$ cat src/rtl/spi_slave_rx_if.sv
// Byte output port of spi_slave_rx: valid/ready handshake carrying one received byte.
interface spi_slave_rx_if;
  logic [7:0] rx_data;
  logic       rx_valid;
  logic       rx_ready;

  modport master (output rx_data, output rx_valid, input rx_ready);
  modport slave  (input rx_data, input rx_valid, output rx_ready);
endinterface

$ cat src/rtl/spi_slave_rx.sv
// SPI (CPOL=0, MSB first) receive stage: synchronise, sample on spi_clk fall, emit bytes.
// Define SPI_RX_FIFO_EN for a FIFO_DEPTH-entry output FIFO; otherwise a single holding register.
module spi_slave_rx #(
  parameter int SYNC_STAGES = 2,
  parameter int FIFO_DEPTH  = 4
) (
  input  logic                  clk,
  input  logic                  reset,
  input  logic                  spi_clk_i,
  input  logic                  cs_i,
  input  logic                  mosi_i,
  spi_slave_rx_if.master        rx,
  output logic                  frame_err_o,
  output logic                  overrun_o,
  output logic                  busy_o,
  output logic [3:0]            bit_count_o
);

  if (SYNC_STAGES < 2) begin : g_bad_sync
    $error("spi_slave_rx: SYNC_STAGES must be at least 2");
  end
  if (FIFO_DEPTH < 2 || (FIFO_DEPTH & (FIFO_DEPTH - 1)) != 0) begin : g_bad_depth
    $error("spi_slave_rx: FIFO_DEPTH must be a power of two >= 2");
  end

  // ---------------------------------------------------------------- sync
  logic [SYNC_STAGES-1:0] sclk_sync_q, cs_sync_q, mosi_sync_q;
  logic                   sclk_prev_q, cs_prev_q;
  logic                   sclk_s, cs_s, mosi_s;
  logic                   fall_sclk, cs_fall, cs_rise;

  always_ff @(posedge clk) begin
    if (reset) begin
      sclk_sync_q <= '0;
      cs_sync_q   <= '1;
      mosi_sync_q <= '1;
      sclk_prev_q <= 1'b0;
      cs_prev_q   <= 1'b1;
    end else begin
      sclk_sync_q <= {sclk_sync_q[SYNC_STAGES-2:0], spi_clk_i};
      cs_sync_q   <= {cs_sync_q[SYNC_STAGES-2:0], cs_i};
      mosi_sync_q <= {mosi_sync_q[SYNC_STAGES-2:0], mosi_i};
      sclk_prev_q <= sclk_s;
      cs_prev_q   <= cs_s;
    end
  end

  assign sclk_s    = sclk_sync_q[SYNC_STAGES-1];
  assign cs_s      = cs_sync_q[SYNC_STAGES-1];
  assign mosi_s    = mosi_sync_q[SYNC_STAGES-1];
  assign fall_sclk = sclk_prev_q & ~sclk_s;
  assign cs_fall   = cs_prev_q & ~cs_s;
  assign cs_rise   = ~cs_prev_q & cs_s;

  // The chain resets to cs=1, so a cs held low across reset would look like a
  // fresh falling edge. Only arm once the flushed chain has shown cs high.
  localparam int SW = $clog2(SYNC_STAGES + 1);
  logic [SW-1:0] settle_q;
  logic          settled, armed_q;

  assign settled = (settle_q == SW'(SYNC_STAGES));

  always_ff @(posedge clk) begin
    if (reset) begin
      settle_q <= '0;
      armed_q  <= 1'b0;
    end else begin
      if (!settled) settle_q <= settle_q + SW'(1);
      if (settled && cs_s) armed_q <= 1'b1;
    end
  end

  // ---------------------------------------------------------------- fsm
  typedef enum logic [1:0] {IDLE, SHIFT, PUSH, ABORT} state_e;

  state_e     state_q;
  logic [7:0] shift_q;
  logic [3:0] bc_q;
  logic [3:0] bc_inc;
  logic       busy_q, ferr_q;

  assign bc_inc = bc_q + 4'(fall_sclk);

  always_ff @(posedge clk) begin
    if (reset) begin
      state_q <= IDLE;
      shift_q <= '0;
      bc_q    <= '0;
      busy_q  <= 1'b0;
      ferr_q  <= 1'b0;
    end else begin
      case (state_q)
        IDLE: begin
          bc_q <= '0;
          if (cs_fall && armed_q) begin
            state_q <= SHIFT;
            busy_q  <= 1'b1;
          end
        end
        SHIFT: begin
          if (fall_sclk) begin
            shift_q <= {shift_q[6:0], mosi_s};
            bc_q    <= bc_inc;
          end
          // a sample landing with cs_rise counts first, so bc_inc decides
          if (bc_inc == 4'd8) begin
            state_q <= PUSH;
          end else if (cs_rise) begin
            busy_q <= 1'b0;
            if (bc_inc == 4'd0) begin
              state_q <= IDLE;
            end else begin
              state_q <= ABORT;
              ferr_q  <= 1'b1;
            end
          end
        end
        PUSH: begin
          bc_q <= '0;
          if (cs_s) begin
            state_q <= IDLE;
            busy_q  <= 1'b0;
          end else begin
            state_q <= SHIFT;
          end
        end
        ABORT: begin
          ferr_q  <= 1'b0;
          shift_q <= '0;
          bc_q    <= '0;
          state_q <= IDLE;
        end
        default: state_q <= IDLE;
      endcase
    end
  end

  logic push;
  assign push = (state_q == PUSH);

  // ---------------------------------------------------------------- buffer
  logic [7:0] data_q;
  logic       ovr_q;
  logic       pop;

`ifdef SPI_RX_FIFO_EN
  localparam int AW = $clog2(FIFO_DEPTH);
  localparam int PW = AW + 1;

  logic [7:0]  mem_q [FIFO_DEPTH];
  logic [PW-1:0] wptr_q, rptr_q, rptr_d;
  logic        empty, full, push_ok;
  logic [7:0]  data_d;

  assign empty   = (wptr_q == rptr_q);
  assign full    = (wptr_q[AW] != rptr_q[AW]) && (wptr_q[AW-1:0] == rptr_q[AW-1:0]);
  assign pop     = !empty && rx.rx_ready;
  assign push_ok = push && (!full || pop);
  assign rptr_d  = rptr_q + PW'(pop);

  // data_q mirrors the head entry; the new head is either the byte being
  // written this cycle (buffer empty after any pop) or the next stored entry.
  always_comb begin
    data_d = data_q;
    if (push_ok && rptr_d == wptr_q)
      data_d = shift_q;
    else if (pop && rptr_d != wptr_q)
      data_d = mem_q[rptr_d[AW-1:0]];
  end

  always_ff @(posedge clk) begin
    if (reset) begin
      for (int i = 0; i < FIFO_DEPTH; i++) mem_q[i] <= '0;
      wptr_q <= '0;
      rptr_q <= '0;
      data_q <= '0;
      ovr_q  <= 1'b0;
    end else begin
      if (push_ok) begin
        mem_q[wptr_q[AW-1:0]] <= shift_q;
        wptr_q                <= wptr_q + PW'(1);
      end
      rptr_q <= rptr_d;
      data_q <= data_d;
      if (push && full && !pop) ovr_q <= 1'b1;
    end
  end

  assign rx.rx_valid = !empty;
`else
  logic valid_q, push_ok;

  assign pop     = valid_q && rx.rx_ready;
  assign push_ok = push && (!valid_q || pop);

  always_ff @(posedge clk) begin
    if (reset) begin
      valid_q <= 1'b0;
      data_q  <= '0;
      ovr_q   <= 1'b0;
    end else begin
      if (push_ok) begin
        data_q  <= shift_q;
        valid_q <= 1'b1;
      end else if (pop) begin
        valid_q <= 1'b0;
      end
      if (push && valid_q && !pop) ovr_q <= 1'b1;
    end
  end

  assign rx.rx_valid = valid_q;
`endif

  assign rx.rx_data  = data_q;
  assign frame_err_o = ferr_q;
  assign overrun_o   = ovr_q;
  assign busy_o      = busy_q;
  assign bit_count_o = bc_q;

endmodule

$ cat src/flat_wrapper.sv
// flat-port wrapper written by rule: the top's interface ports become plain ports
module spi_slave_rx_flat 
#(
  parameter int SYNC_STAGES = 2,
  parameter int FIFO_DEPTH  = 4
)
  (clk, reset, spi_clk_i, cs_i, mosi_i, frame_err_o, overrun_o, busy_o, bit_count_o, rx_rx_data, rx_rx_valid, rx_rx_ready);
  spi_slave_rx_if rx_i ();
  input  logic clk;
  input  logic reset;
  input  logic spi_clk_i;
  input  logic cs_i;
  input  logic mosi_i;
  output logic frame_err_o;
  output logic overrun_o;
  output logic busy_o;
  output logic [3:0] bit_count_o;
  output wire logic [$bits(rx_i.rx_data)-1:0] rx_rx_data;
  output wire logic [$bits(rx_i.rx_valid)-1:0] rx_rx_valid;
  input wire logic [$bits(rx_i.rx_ready)-1:0] rx_rx_ready;
  assign rx_rx_data = rx_i.rx_data;
  assign rx_rx_valid = rx_i.rx_valid;
  assign rx_i.rx_ready = rx_rx_ready;
  spi_slave_rx #(.SYNC_STAGES(SYNC_STAGES), .FIFO_DEPTH(FIFO_DEPTH)) u_core (.clk(clk), .reset(reset), .spi_clk_i(spi_clk_i), .cs_i(cs_i), .mosi_i(mosi_i), .rx(rx_i), .frame_err_o(frame_err_o), .overrun_o(overrun_o), .busy_o(busy_o), .bit_count_o(bit_count_o));
endmodule
$ cat config.mk
export PLATFORM = sky130hd
export DESIGN_NAME = spi_slave_rx_flat
export DESIGN_NICKNAME = d
export VERILOG_FILES = /design/src/rtl/spi_slave_rx_if.sv /design/src/rtl/spi_slave_rx.sv /design/src/flat_wrapper.sv
export SDC_FILE = /design/constraint.sdc
export NUM_CORES = 1
export LEC_CHECK = 0
export CORE_UTILIZATION = 53
export DETAILED_ROUTE_END_ITERATION = 7
export PLACE_DENSITY = 0.78
export SLEW_MARGIN = 20
export SYNTH_ARGS = -nofsm -noshare
export SYNTH_HDL_FRONTEND = slang
export SYNTH_SLANG_ARGS = --single-unit
$ cat constraint.sdc
create_clock -name clk -period 3.1 [get_ports clk]
set_input_delay 0.465 -clock clk [delete_from_list [all_inputs] [get_ports clk]]
set_output_delay 0.465 -clock clk [all_outputs]
set_load 0.05 [all_outputs]
* Yosys cells after proc, flatten, opt, wreduce, memory -nomap -nowiden
Cells that the tools add are included.
** Cells by class
- Add/subtract/negate cells :: 2
- Reduce and logical (&&, ||, !) cells :: 19
- Muxes and demuxes :: 21
- Eq/ne operators :: 12
- Bitwise logic cells :: 6
** Operators with widths (count)
- one-hot mux 8 bit (2 select lines) :: 1
- two-way mux 1 bit :: 10
- two-way mux 2 bit :: 4
- two-way mux 8 bit :: 1
- != test 2 x 1 -> 1 bit (second input constant) :: 4
- one-hot mux 2 bit (4 select lines) :: 1
- one-hot mux 4 bit (2 select lines) :: 1
- equality test 2 bit (second input constant) :: 3
- logical AND 1 bit :: 6
- AND reduction 5 bit :: 1
- adder 4 x 1 -> 4 bit :: 1
- equality test 4 bit (second input constant) :: 1
- logical NOT 4 bit :: 1
- two-way mux 4 bit :: 1
- != test 2 bit (second input constant) :: 2
- AND reduction 2 bit :: 2
- AND reduction 4 bit :: 1
- nonzero test 2 bit :: 2
- bitwise AND 1 bit :: 3
- != test 3 x 1 -> 1 bit (second input constant) :: 1
- NOT 1 bit :: 3
- one-hot mux 1 bit (3 select lines) :: 1
- nonzero test 3 bit :: 1
- OR reduction 3 bit :: 1
- 6 further kinds :: 7
** Word-level totals
- Logic and storage cells :: 75
- Register bits :: 37

* Depth between registers and ports, before layout
Gate-level depths: netlist (run 1).
- Depth after elaboration :: 8
- Mapped depth :: 8
- Gate-level depth less buffers :: 7

* Worst setup path after synthesis (run 1)
OpenSTA, ideal clock, no wires.
- Kind :: register -> register
- From :: register u_core.sclk_prev_q
- To :: register u_core.busy_q, in the netlist u_core.busy_o
- Data arrival time :: 2.130 ns
- Library setup time :: 0.123 ns
- Cell stages (with the launch flop) :: 9
- Slack :: 0.847 ns
- Data required time :: 2.977 ns
- Cells stage by stage :: dfxtp_1 > nor2b_1 > clkbuf_1 > ha_1 > ha_1 > xor2_1 > nor4_1 > a2111oi_2 > mux2_1
** On the way
- Word-level cells in the longest chain between the ends :: 5
** Ends and longest elaborated chain
- start, declared :: RTL line spi_slave_rx.sv:28 : logic sclk_prev_q, cs_prev_q;
- start signal, assigned :: RTL line spi_slave_rx.sv:43 : sclk_prev_q <= sclk_s;
- bitwise AND 1 bit :: RTL line spi_slave_rx.sv:51 : assign fall_sclk = sclk_prev_q & ~sclk_s;
- adder 4 x 1 -> 4 bit :: RTL line spi_slave_rx.sv:82 : assign bc_inc = bc_q + 4'(fall_sclk);
- equality test 4 bit :: RTL line spi_slave_rx.sv:106 : if (bc_inc == 4'd8) begin
- != test 2 bit (no line)
- AND reduction 5 bit (no line)
- end signal, assigned :: RTL line spi_slave_rx.sv:89 : busy_q <= 1'b0;
- end signal, assigned :: RTL line spi_slave_rx.sv:97 : busy_q <= 1'b1;
- end signal, assigned :: RTL line spi_slave_rx.sv:109 : busy_q <= 1'b0;
- end, declared :: RTL line spi_slave_rx.sv:80 : logic busy_q, ferr_q;
No other way between the ends.
A chain may end at the register's enable or synchronous reset.

* Final worst setup path (run 1)
Same ends and word-level chain as after synthesis.

==> run metrics, run 1 <==
most common cell after layout, fill and taps aside sky130_fd_sc_hd__dfxtp_1; cell type with the highest aggregate area in the netlist sky130_fd_sc_hd__dfxtp_1; number of vias in the routed layout 1291; leakage power total 0.761 nW; violations in the final reports design-rule violations; number of max-slew violations in the final report 0; starting density of the core about 57%; unrepaired setup endpoints after global routing false; via count of the first global-routing pass 1196; total area of sequential cells between 700 and 800 um2; net switching power figure between 0.0003 and 0.0004 W; multi-input gate area in the final layout around 800 um2; Initial DRT Pass Iterations 6; remaining max-slew budget at the tightest pin a little over two fifths; routability congestion estimate a little over 0.8; Pwr Density a little under 600 nW/um2; antenna violations before repair 0; required time at the worst-slack endpoint roughly 3300 ps; dominant cells by area after synthesis sky130_fd_sc_hd__dfxtp_1, sky130_fd_sc_hd__ha_1, sky130_fd_sc_hd__mux2i_1, sky130_fd_sc_hd__nand4b_1, sky130_fd_sc_hd__a21oi_1; portion of the post-synthesis area used by sequential elements approximately 47%; Fin Clk Skew between 10 and 15 ps; FILL cells about 230; outcome finished with violations; CTS tree yes; cell depth of the worst min-delay path 1; number of design rule violations left after detail routing 5; prevailing post-synth register cell sky130_fd_sc_hd__dfxtp_1; setup repair bufs after CTS 0; Port-buffer cells 21; number of synthesized register bits 37; worst-case vdd ir drop roughly 390 uV; sequential share of power 47.8%; number of top-level design ports 22; total negative setup slack 0 ps; dominant combinational cell family by area after synthesis simple AND/OR/NAND/NOR gates; Num CTS Buffers 5; final critical delay including setup and external delays around 2200 ps; Worst Setup Start Kind flop; most used cells in the layout excluding fill and tap cells sky130_fd_sc_hd__dfxtp_1, sky130_fd_sc_hd__clkdlybuf4s50_1, sky130_fd_sc_hd__nor2_1; Clk Latency, worst-skew pair around 340 ps; Rows 19; First DRT Iteration DRCs 61; antenna diode count 0; count of flip-flops with a built-in enable after synthesis 0; count of nets left with antenna violations after detail routing 0; area fraction of the dominant cell type after synthesis about 47%; clock slew at reported path FFs about 110 ps; average cell area after synthesis around 9.5 um2; worst-case reg-to-reg path depth 8; post-cts sizing count 0; pin count of the biggest net entering global routing 26; synthesized-area fraction occupied by ao, oa, aoi and oai cells a little over a tenth; worst-margin pin slew 840 ps; Post-CTS Hold Buffers 0; aggregate global-route resource usage between 20% and 30%; proportion of layout cells with a drive suffix above 1 8.90%; drt via density 5.82; number of buffers between clock root and the deepest sink 2; floorplan die width 56.8 um; area delta synth->final 20.0%; endpoint arrival time on the critical path approximately 2400 ps; kind of end point of the critical path flop; drt wl/cell about 14 um; count of yosys warnings during synthesis 0; proportion of power drawn by the clock network a little under a third; fraction of power spent switching nets 28.6%; Synth Net Count between 150 and 200; share of synthesized registers carrying an async set or reset 0%; combinational power share about a fifth; hold violation count in the final report 0; number of H-tree levels 2; synthesized-area fraction occupied by and/or/nand/nor cells between 20 and 30%; Cell Area, Synth 1590 um2; worst setup path class reg -> reg; Period Utilization, post-route between 70 and 80%; total setup violations reported at the end of the flow 0; max-cap check violation count 0; cells after synthesis around 170; overall die height roughly 57 um; Total Wirelength a little over 3 mm; internal power just under 0.0008 W; Final HPWL DP ~2.2 mm; maximum fanout along the worst path 12; total power approximately 0.0011 W; Die Outline Area between 3000 and 4000 um2; achievable frequency about 0.46 GHz; Remaining Overflow, GRT 0; xor/xnor share of the synthesized area roughly 1.7%; standard cell core area roughly 2800 um2; global-route wire length before repair about 5.2 mm; # clock sinks 37; adder-cell share of the synthesized area between 6 and 7%; count of different cell masters after synthesis 34; clock tree root driver cell sky130_fd_sc_hd__clkbuf_4; Hold WC Path Type reg -> reg; multiplexer share of the synthesized area under 10%; NumNets Final between 200 and 250
## cells by family after synthesis
family | after synthesis
AND/OR/NAND/NOR | 71
flip-flops | 37
AO/OA/AOI/OAI | 26
buffers and inverters | 12
multiplexers | 11
adder cells (fa/ha/maj) | 8
XOR/XNOR | 3
## per-stage QoR
| step | area (um2) | hold slack, ps | setup slack, ps | cells | utilization [%] |
|---|---|---|---|---|---|
| final | 1910 | 406 | 904 | 222 | 68.0 |
| after global routing | 1910 | 442 | 729 | 222 | 68.0 |
| after CTS | 1910 | 412 | 890 | 222 | 68.0 |
| after detailed placement | 1820 | 394 | 919 | 214 | 65.0 |
| after global placement | 1820 | 393 | 1000 | 214 | 65.0 |
| after floorplan | 1590 | 389 | 847 | 168 | - |
## routing by layer
layer | track usage (%) | routed length, um
met3 | 6.68 | 182
met2 | 34.7 | 1490
met1 | 25.7 | 1410
met4 | 8.01 | 35
met5 | 0 | 0
## worst paths after layout
check / startpoint / end / slack, ps
worst max-delay path: u_core.sclk_prev_q / u_core.busy_o / 900
worst min-delay path: u_core.cs_sync_q[0] / u_core.cs_sync_q[1] / 410
worst max register to register: u_core.sclk_prev_q / u_core.busy_o / 900
worst min register to register: u_core.cs_sync_q[0] / u_core.cs_sync_q[1] / 410
## sequential cells by signal, indices dropped and copies added (netlist names)
register / flops
u_core.overrun_o: 1
u_core.rx.rx_valid: 1
u_core.mosi_sync_q: 2
u_core.settle_q: 2
u_core.armed_q: 1
u_core.frame_err_o: 1
u_core.state_q: 2
u_core.sclk_sync_q: 2
u_core.cs_prev_q: 1
u_core.bit_count_o: 4
u_core.cs_sync_q: 2
u_core.rx.rx_data: 8
u_core.shift_q: 8
u_core.sclk_prev_q: 1
u_core.busy_o: 1
## power by group through the flow
stage               sequential, W  clock, W  combinational [W]
detailed placement       0.000539         0           0.000219
global placement         0.000535         0           0.000212
CTS                      0.000528  0.000354           0.000220
finish                   0.000528  0.000353           0.000223
floorplan                0.000550         0           0.000155
global route             0.000532  0.000376           0.000244
## Yosys cell counts (all sizes together) (2+ instances only)
cell,number
clkbuf,5
ha,8
mux2i,10
a21oi,15
or2,5
nand4b,9
o21ai,2
inv,4
a311oi,2
nor2,19
nand3,4
dfxtp,37
and2,3
nand2,11
xor2,2
nor2b,9
nand2b,6
buf,3
or4,2
## cell type report
type	instances	area share (%)
Sequential cell	37	38.8
Multi-Input combinational cell	119	42.1
Timing Repair Buffer	23	11.8
Clock inverter	1	1.57
Inverter	4	0.787
Clock buffer	7	2.89
Tap cell	31	2.03
## critical path, cell delays in order, from the launching register on
cell and delay (ps):
sky130_fd_sc_hd__dfxtp_1 320, sky130_fd_sc_hd__nor2b_1 120, sky130_fd_sc_hd__buf_4 180, sky130_fd_sc_hd__ha_1 200
sky130_fd_sc_hd__ha_1 220, sky130_fd_sc_hd__xor2_1 240, sky130_fd_sc_hd__nor4_1 90, sky130_fd_sc_hd__a2111oi_2 370
sky130_fd_sc_hd__mux2_1 360
Power figures use the tool's default switching activity.
==> run 2, diff against run 1 <==
--- a/config.mk
+++ b/config.mk
@@ -5,9 +5,9 @@
 export SDC_FILE = /design/constraint.sdc
 export NUM_CORES = 1
 export LEC_CHECK = 0
-export CORE_UTILIZATION = 53
+export CORE_UTILIZATION = 48
 export DETAILED_ROUTE_END_ITERATION = 7
-export PLACE_DENSITY = 0.78
+export PLACE_DENSITY = 0.74
 export SLEW_MARGIN = 20
 export SYNTH_ARGS = -nofsm -noshare
 export SYNTH_HDL_FRONTEND = slang
==> constraint.sdc (replaced) <==
create_clock -name clk -period 1.8 [get_ports clk]
set_input_delay 0.27 -clock clk [delete_from_list [all_inputs] [get_ports clk]]
set_output_delay 0.27 -clock clk [all_outputs]
set_load 0.05 [all_outputs]
==> run metrics, run 2 (synthesis gave the netlist of run 1 again) <==
First DRT Iteration DRCs 48 (-21%); CTS tree yes; violations in the final reports negative setup slack; final critical delay including setup and external delays 1890 ps (-301 ps); share of the core filled with cells in the final layout 66.0% (-2.0 points); most used cells in the layout excluding fill and tap cells sky130_fd_sc_hd__dfxtp_1, sky130_fd_sc_hd__nor2_1, sky130_fd_sc_hd__a21oi_1; Die Outline Area 3550 um2 (+10%); Pwr Density 927 nW/um2 (+60%); # clock sinks 37 (unchanged); remaining max-slew budget at the tightest pin 66.3% (+22 points); Hold WC Path Type reg -> reg; max-cap check violation count 0 (unchanged); number of buffers between clock root and the deepest sink 2 (unchanged); Final HPWL DP 2.08 mm (-3.3%); FF-to-FF setup slack -90 ps (-1000 ps); Period Utilization, post-route 105% (+34 points); most common cell after layout, fill and taps aside sky130_fd_sc_hd__dfxtp_1; antenna violations before repair 0 (unchanged); achievable frequency 0.528 GHz (+16%); worst-case setup margin in the final layout -94.8 ps (-999 ps); number of H-tree levels 2 (unchanged); hold violation count in the final report 0 (unchanged); Worst Setup Start Kind flop; pin count of the biggest net entering global routing 19 (-27%); aggregate global-route resource usage 19.1% (-2.0 points); number of vias in the routed layout 1253 (-2.9%); drt wl/cell 12.5 um (-11%); setup repair bufs after CTS 0 (unchanged); maximum fanout along the worst path 3 (-9); clock slew at reported path FFs 130 ps (+20 ps); routability congestion estimate 0.810 (-1.8%); Remaining Overflow, GRT 0 (unchanged); proportion of layout cells with a drive suffix above 1 20.2% (+11 points); floorplan die width 59.6 um (+4.9%); drt via density 5.18 (-11%); total power 0.00190 W (+72%); Total Wirelength 3.02 mm (-3.0%); global-route wire length before repair 5.09 mm (-2.8%); antenna diode count 0 (unchanged); leakage power total 0.929 nW (+22%); number of design rule violations left after detail routing 0 (-5); clock tree root driver cell sky130_fd_sc_hd__clkbuf_4; unrepaired setup endpoints after global routing true; required time at the worst-slack endpoint 2050 ps (-1280 ps); endpoint arrival time on the critical path 2150 ps (-280 ps); number of cells in the finished layout apart from fillers 242 (+9.0%); worst-margin pin slew 505 ps (-335 ps); Rows 20 (+1); Num CTS Buffers 5 (unchanged); via count of the first global-routing pass 1144 (-4.3%); cell count after placement 234 (+9.3%); total setup violations reported at the end of the flow 2 (+2); Port-buffer cells 21 (unchanged); count of nets left with antenna violations after detail routing 0 (unchanged); FILL cells 264 (+14%); worst-case vdd ir drop 524 uV (+33%); area delta synth->final 28.9%; standard cell core area 3100 um2 (+11%); number of max-slew violations in the final report 0 (unchanged); starting density of the core 51.2% (-5.4 points); Initial DRT Pass Iterations 4 (-2); total area of sequential cells 747 um2 (+0.84%); NumNets Final 211 (+3.4%); Place WS -37.7 ps (-957 ps); number of top-level design ports 22 (unchanged); overall die height 59.6 um (+4.9%); Fin Clk Skew 16.0 ps (+5.10 ps); multi-input gate area in the final layout 876 um2 (+9.0%); outcome finished with violations; kind of end point of the critical path flop; worst setup path class reg -> reg; Clk Latency, worst-skew pair 360 ps (+20 ps)
-- run 2: path summary, 6_finish.rpt --
path                                       startpoint               endpoint  cells past startpoint
worst min-delay path            u_core.mosi_sync_q[0]  u_core.mosi_sync_q[1]                      1
worst max register to register     u_core.sclk_prev_q          u_core.busy_o                      7
worst max-delay path               u_core.sclk_prev_q          u_core.busy_o                      7
worst min register to register  u_core.mosi_sync_q[0]  u_core.mosi_sync_q[1]                      1
-- run 2: where the power goes --
| group | internal (W) | total [W] | switching, W |
|---|---|---|---|
| registers | 0.000872 | 0.000909 | 0.0000365 |
| logic | 0.000164 | 0.000399 | 0.000235 |
| clock network | 0.000294 | 0.000591 | 0.000297 |
-- run 2: per-stage QoR --
step	cell area [um2]	hold slack, ps	setup TNS (ps)
after floorplan	1660	374	-64.3
after global placement	1940	393	0
after detailed placement	1940	395	-37.7
after CTS	2030	421	-53.5
after global routing	2050	433	-401
final	2050	421	-101
-- run 2: area by class of cell --
class                           instances  area share [%]
Multi-Input combinational cell        119            42.7
Sequential cell                        37            36.4
Timing Repair Buffer                   30            13.3
Tap cell                               44            2.69
Clock inverter                          3            2.26
Clock buffer                            5            1.83
Inverter                                4           0.733
-- run 2: worst max-delay path, cell delays in order, from the launching register on --
cell and delay, ps:
sky130_fd_sc_hd__dfxtp_2 340, sky130_fd_sc_hd__nor2b_4 150, sky130_fd_sc_hd__ha_4 170, sky130_fd_sc_hd__ha_4 170
sky130_fd_sc_hd__xor2_4 190, sky130_fd_sc_hd__nor4_2 60, sky130_fd_sc_hd__a2111oi_2 360, sky130_fd_sc_hd__mux2_1 350
-- run 2: routing by layer --
metal  global-route usage [%]  vias to the layer above  share of wire [%]
li1                         -                      642                  -
met1                     24.4                      579                 47
met2                     30.5                       29                 48
met3                     5.90                        3                3.9
met4                     6.98                        0                1.3
met5                        0                        -                  0
-- run 2: what timing repair did --
| item | in CTS | in global routing |
|---|---|---|
| resized for setup | 8 | 7 |
| hold buffers | 0 | 0 |
| setup endpoints to repair | 7 | 9 |
==> run 3, diff against run 2 <==
--- a/config.mk
+++ b/config.mk
@@ -5,8 +5,10 @@
 export SDC_FILE = /design/constraint.sdc
 export NUM_CORES = 1
 export LEC_CHECK = 0
+export ABC_AREA = 1
 export CORE_UTILIZATION = 48
 export DETAILED_ROUTE_END_ITERATION = 7
+export MAX_ROUTING_LAYER = met4
 export PLACE_DENSITY = 0.74
 export SLEW_MARGIN = 20
 export SYNTH_ARGS = -nofsm -noshare
==> run metrics, run 3 <==
combinational power share 21.2% (+0.2 points); Rows 20 (unchanged); prevailing post-synth register cell sky130_fd_sc_hd__dfxtp_1; worst setup path class reg -> out; pin count of the biggest net entering global routing 14 (-5); number of vias in the routed layout 1306 (+4.2%); Port-buffer cells 21 (unchanged); Initial DRT Pass Iterations 4 (unchanged); Remaining Overflow, GRT 0 (unchanged); aggregate global-route resource usage 18.0% (-1.2 points); post-route worst hold slack 419 ps (-1.95 ps); starting density of the core 51.0% (-0.27 points); count of nets left with antenna violations after detail routing 0 (unchanged); Fin Clk Skew 8.09 ps (-7.93 ps); area delta synth->final 24.7%; sequential share of power 47.5% (-0.4 points); most common cell after layout, fill and taps aside sky130_fd_sc_hd__dfxtp_1; number of design rule violations left after detail routing 0 (unchanged); multi-input gate area in the final layout 748 um2 (-15%); share of synthesized registers carrying an async set or reset 0% (unchanged); Total Wirelength 2.75 mm (-9.1%); portion of the post-synthesis area used by sequential elements 47.2% (+0.63 points); count of different cell masters after synthesis 20 (-41%); number of max-slew violations in the final report 0 (unchanged); final critical delay including setup and external delays 1740 ps (-154 ps); average cell area after synthesis 7.88 um2 (-17%); proportion of layout cells with a drive suffix above 1 18.2% (-2.0 points); critical path's slowest cell sky130_fd_sc_hd__clkdlybuf4s50_1; routability congestion estimate 0.837 (+3.4%); leakage power total 0.936 nW (+0.79%); Die Outline Area 3500 um2 (-1.3%); First DRT Iteration DRCs 53 (+10%); max-cap check violation count 0 (unchanged); # clock sinks 37 (unchanged); cell type group with the largest total delay on the critical path buffers and inverters; total area of sequential cells 742 um2 (-0.67%); number of cells in the finished layout apart from fillers 269 (+11%); cell types with the highest counts after synthesis sky130_fd_sc_hd__dfxtp_1, sky130_fd_sc_hd__nand2_1, sky130_fd_sc_hd__nor2_1; CTS tree yes; global-route wire length before repair 4.64 mm (-8.7%); overall die height 59.2 um (-0.65%); Worst Setup Start Kind flop; floorplan die width 59.2 um (-0.65%); Pwr Density 973 nW/um2 (+5.0%); dominant cells by area after synthesis sky130_fd_sc_hd__dfxtp_1, sky130_fd_sc_hd__nand2_1, sky130_fd_sc_hd__ha_1, sky130_fd_sc_hd__nor2_1, sky130_fd_sc_hd__a21oi_1; worst-margin pin slew 501 ps (-4.15 ps); Hold WC Path Type reg -> reg; required time at the worst-slack endpoint 1530 ps (-520 ps); internal power 0.00135 W (+1.3%); Clk Latency, worst-skew pair 330 ps (-30 ps); FILL cells 284 (+7.6%); cells after synthesis 199 (+18%); standard cell core area 3080 um2 (-0.81%); number of top-level design ports 22 (unchanged); unrepaired setup endpoints after global routing true; maximum single-stage delay on the critical path 800 ps (+440 ps); Period Utilization, post-route 96.7% (-8.6 points); via count of the first global-routing pass 1098 (-4.0%); proportion of power drawn by the clock network 31.3% (+0.2 points); remaining max-slew budget at the tightest pin 66.5% (+0.28 points); worst-case vdd ir drop 671 uV (+28%); clock slew at reported path FFs 110 ps (-20 ps); antenna violations before repair 0 (unchanged); count of flip-flops with a built-in enable after synthesis 0 (unchanged); number of H-tree levels 2 (unchanged); most frequent cell after synthesis sky130_fd_sc_hd__dfxtp_1; Place WS 23.7 ps (+61.4 ps); number of synthesized register bits 37 (unchanged); worst-case setup margin in the final layout 59.6 ps (+154 ps); Synth Net Count 213 (+17%); Cell Area, Synth 1570 um2 (-1.3%); setup repair bufs after CTS 0 (unchanged); drt via density 4.86 (-6.2%); Cell Chain, Critical Path clkdlybuf4s50_1; clock tree root driver cell sky130_fd_sc_hd__clkbuf_4; number of buffers between clock root and the deepest sink 2 (unchanged); outcome finished clean; maximum fanout along the worst path 2 (-1); achievable frequency 0.575 GHz (+8.9%); Num CTS Buffers 5 (unchanged); cell count after placement 261 (+12%); drt wl/cell 10.2 um (-18%); most used cells in the layout excluding fill and tap cells sky130_fd_sc_hd__dfxtp_1, sky130_fd_sc_hd__nand2_1, sky130_fd_sc_hd__nor2_1; endpoint arrival time on the critical path 1470 ps (-680 ps); Final HPWL DP 1.91 mm (-8.4%); antenna diode count 0 (unchanged); kind of end point of the critical path primary output; net switching power figure 0.000556 W (-2.3%); fraction of power spent switching nets 29.2% (-0.74 points); cell type with the highest aggregate area in the netlist sky130_fd_sc_hd__dfxtp_1; count of yosys warnings during synthesis 0 (unchanged); area fraction of the dominant cell type after synthesis 47.2% (+0.63 points); Buf/Inv on CP 1 (+1); NumNets Final 238 (+13%); hold violation count in the final report 0 (unchanged); total setup violations reported at the end of the flow 0 (-2)
## run 3: worst paths after layout
path / endpoint / from / depth (start not counted) / slack [ps]
worst max-delay path: rx_rx_data[3] / u_core.rx.rx_data[3] / 1 / 60
worst min-delay path: u_core.mosi_sync_q[1] / u_core.mosi_sync_q[0] / 1 / 420
worst max register to register: u_core.frame_err_o / u_core.sclk_sync_q[1] / 13 / 150
worst min register to register: u_core.mosi_sync_q[1] / u_core.mosi_sync_q[0] / 1 / 420
## run 3: through the flow
step	power (W)	instance area (um2)	utilization, %	TNS, ps
after global routing	0.00202	1960	63.6	-32.1
after CTS	0.00192	1900	61.7	0
final	0.00190	1960	63.6	0
after global placement	0.00131	1810	58.8	0
after detailed placement	0.00132	1810	58.8	0
after floorplan	0.00124	1570	-	0
## run 3: cell families (layout without fill, tap and decap cells)
group / Yosys count / count (layout) / synth area share (%)
AND/OR/NAND/NOR: 96 / 96 / 27.9
flip-flops: 37 / 37 / 47.2
adder cells (fa/ha/maj): 8 / 8 / 6.38
AO/OA/AOI/OAI: 31 / 31 / 11.1
buffers and inverters: 27 / 53 / 7.42
## run 3: what timing repair did
item	CTS	global route
resized for setup	1	14
hold buffers	0	0
pin swaps	0	1
endpoints found under the hold margin	0	0
endpoints found under the setup margin	1	13
## run 3: worst register-to-register path, stage by stage (launching register included)
cell,delay (ps)
sky130_fd_sc_hd__dfxtp_1,320
sky130_fd_sc_hd__inv_1,50
sky130_fd_sc_hd__nand2_1,70
sky130_fd_sc_hd__inv_1,70
sky130_fd_sc_hd__ha_4,170
sky130_fd_sc_hd__ha_4,220
sky130_fd_sc_hd__nor2_4,80
sky130_fd_sc_hd__inv_1,70
sky130_fd_sc_hd__nor2_4,110
sky130_fd_sc_hd__nand2_2,80
sky130_fd_sc_hd__nand2_2,60
sky130_fd_sc_hd__nand2_2,60
sky130_fd_sc_hd__a21oi_2,140
sky130_fd_sc_hd__nor2_1,50
## run 3: power groups by stage
stage	clock network, W	registers (W)	logic (W)
finish	0.000595	0.000904	0.000404
global route	0.000648	0.000914	0.000458
global placement	0	0.000921	0.000389
detailed placement	0	0.000923	0.000395
CTS	0.000611	0.000905	0.000400
floorplan	0	0.000948	0.000297
## run 3: cell type report
type / instances / share of cell area, %
repair buffers: 23 / 12.3
clock inverters: 2 / 1.92
well taps: 44 / 2.81
inverters: 22 / 4.22
clock buffers: 6 / 2.62
flip-flops and latches: 37 / 37.9
multi-input cells: 135 / 38.2
## run 3: per-layer routing
metal	track usage (%)	wire length, um
met5	-	0
met4	9.52	51
met3	5.02	126
met2	25.8	1230
met1	22.9	1340
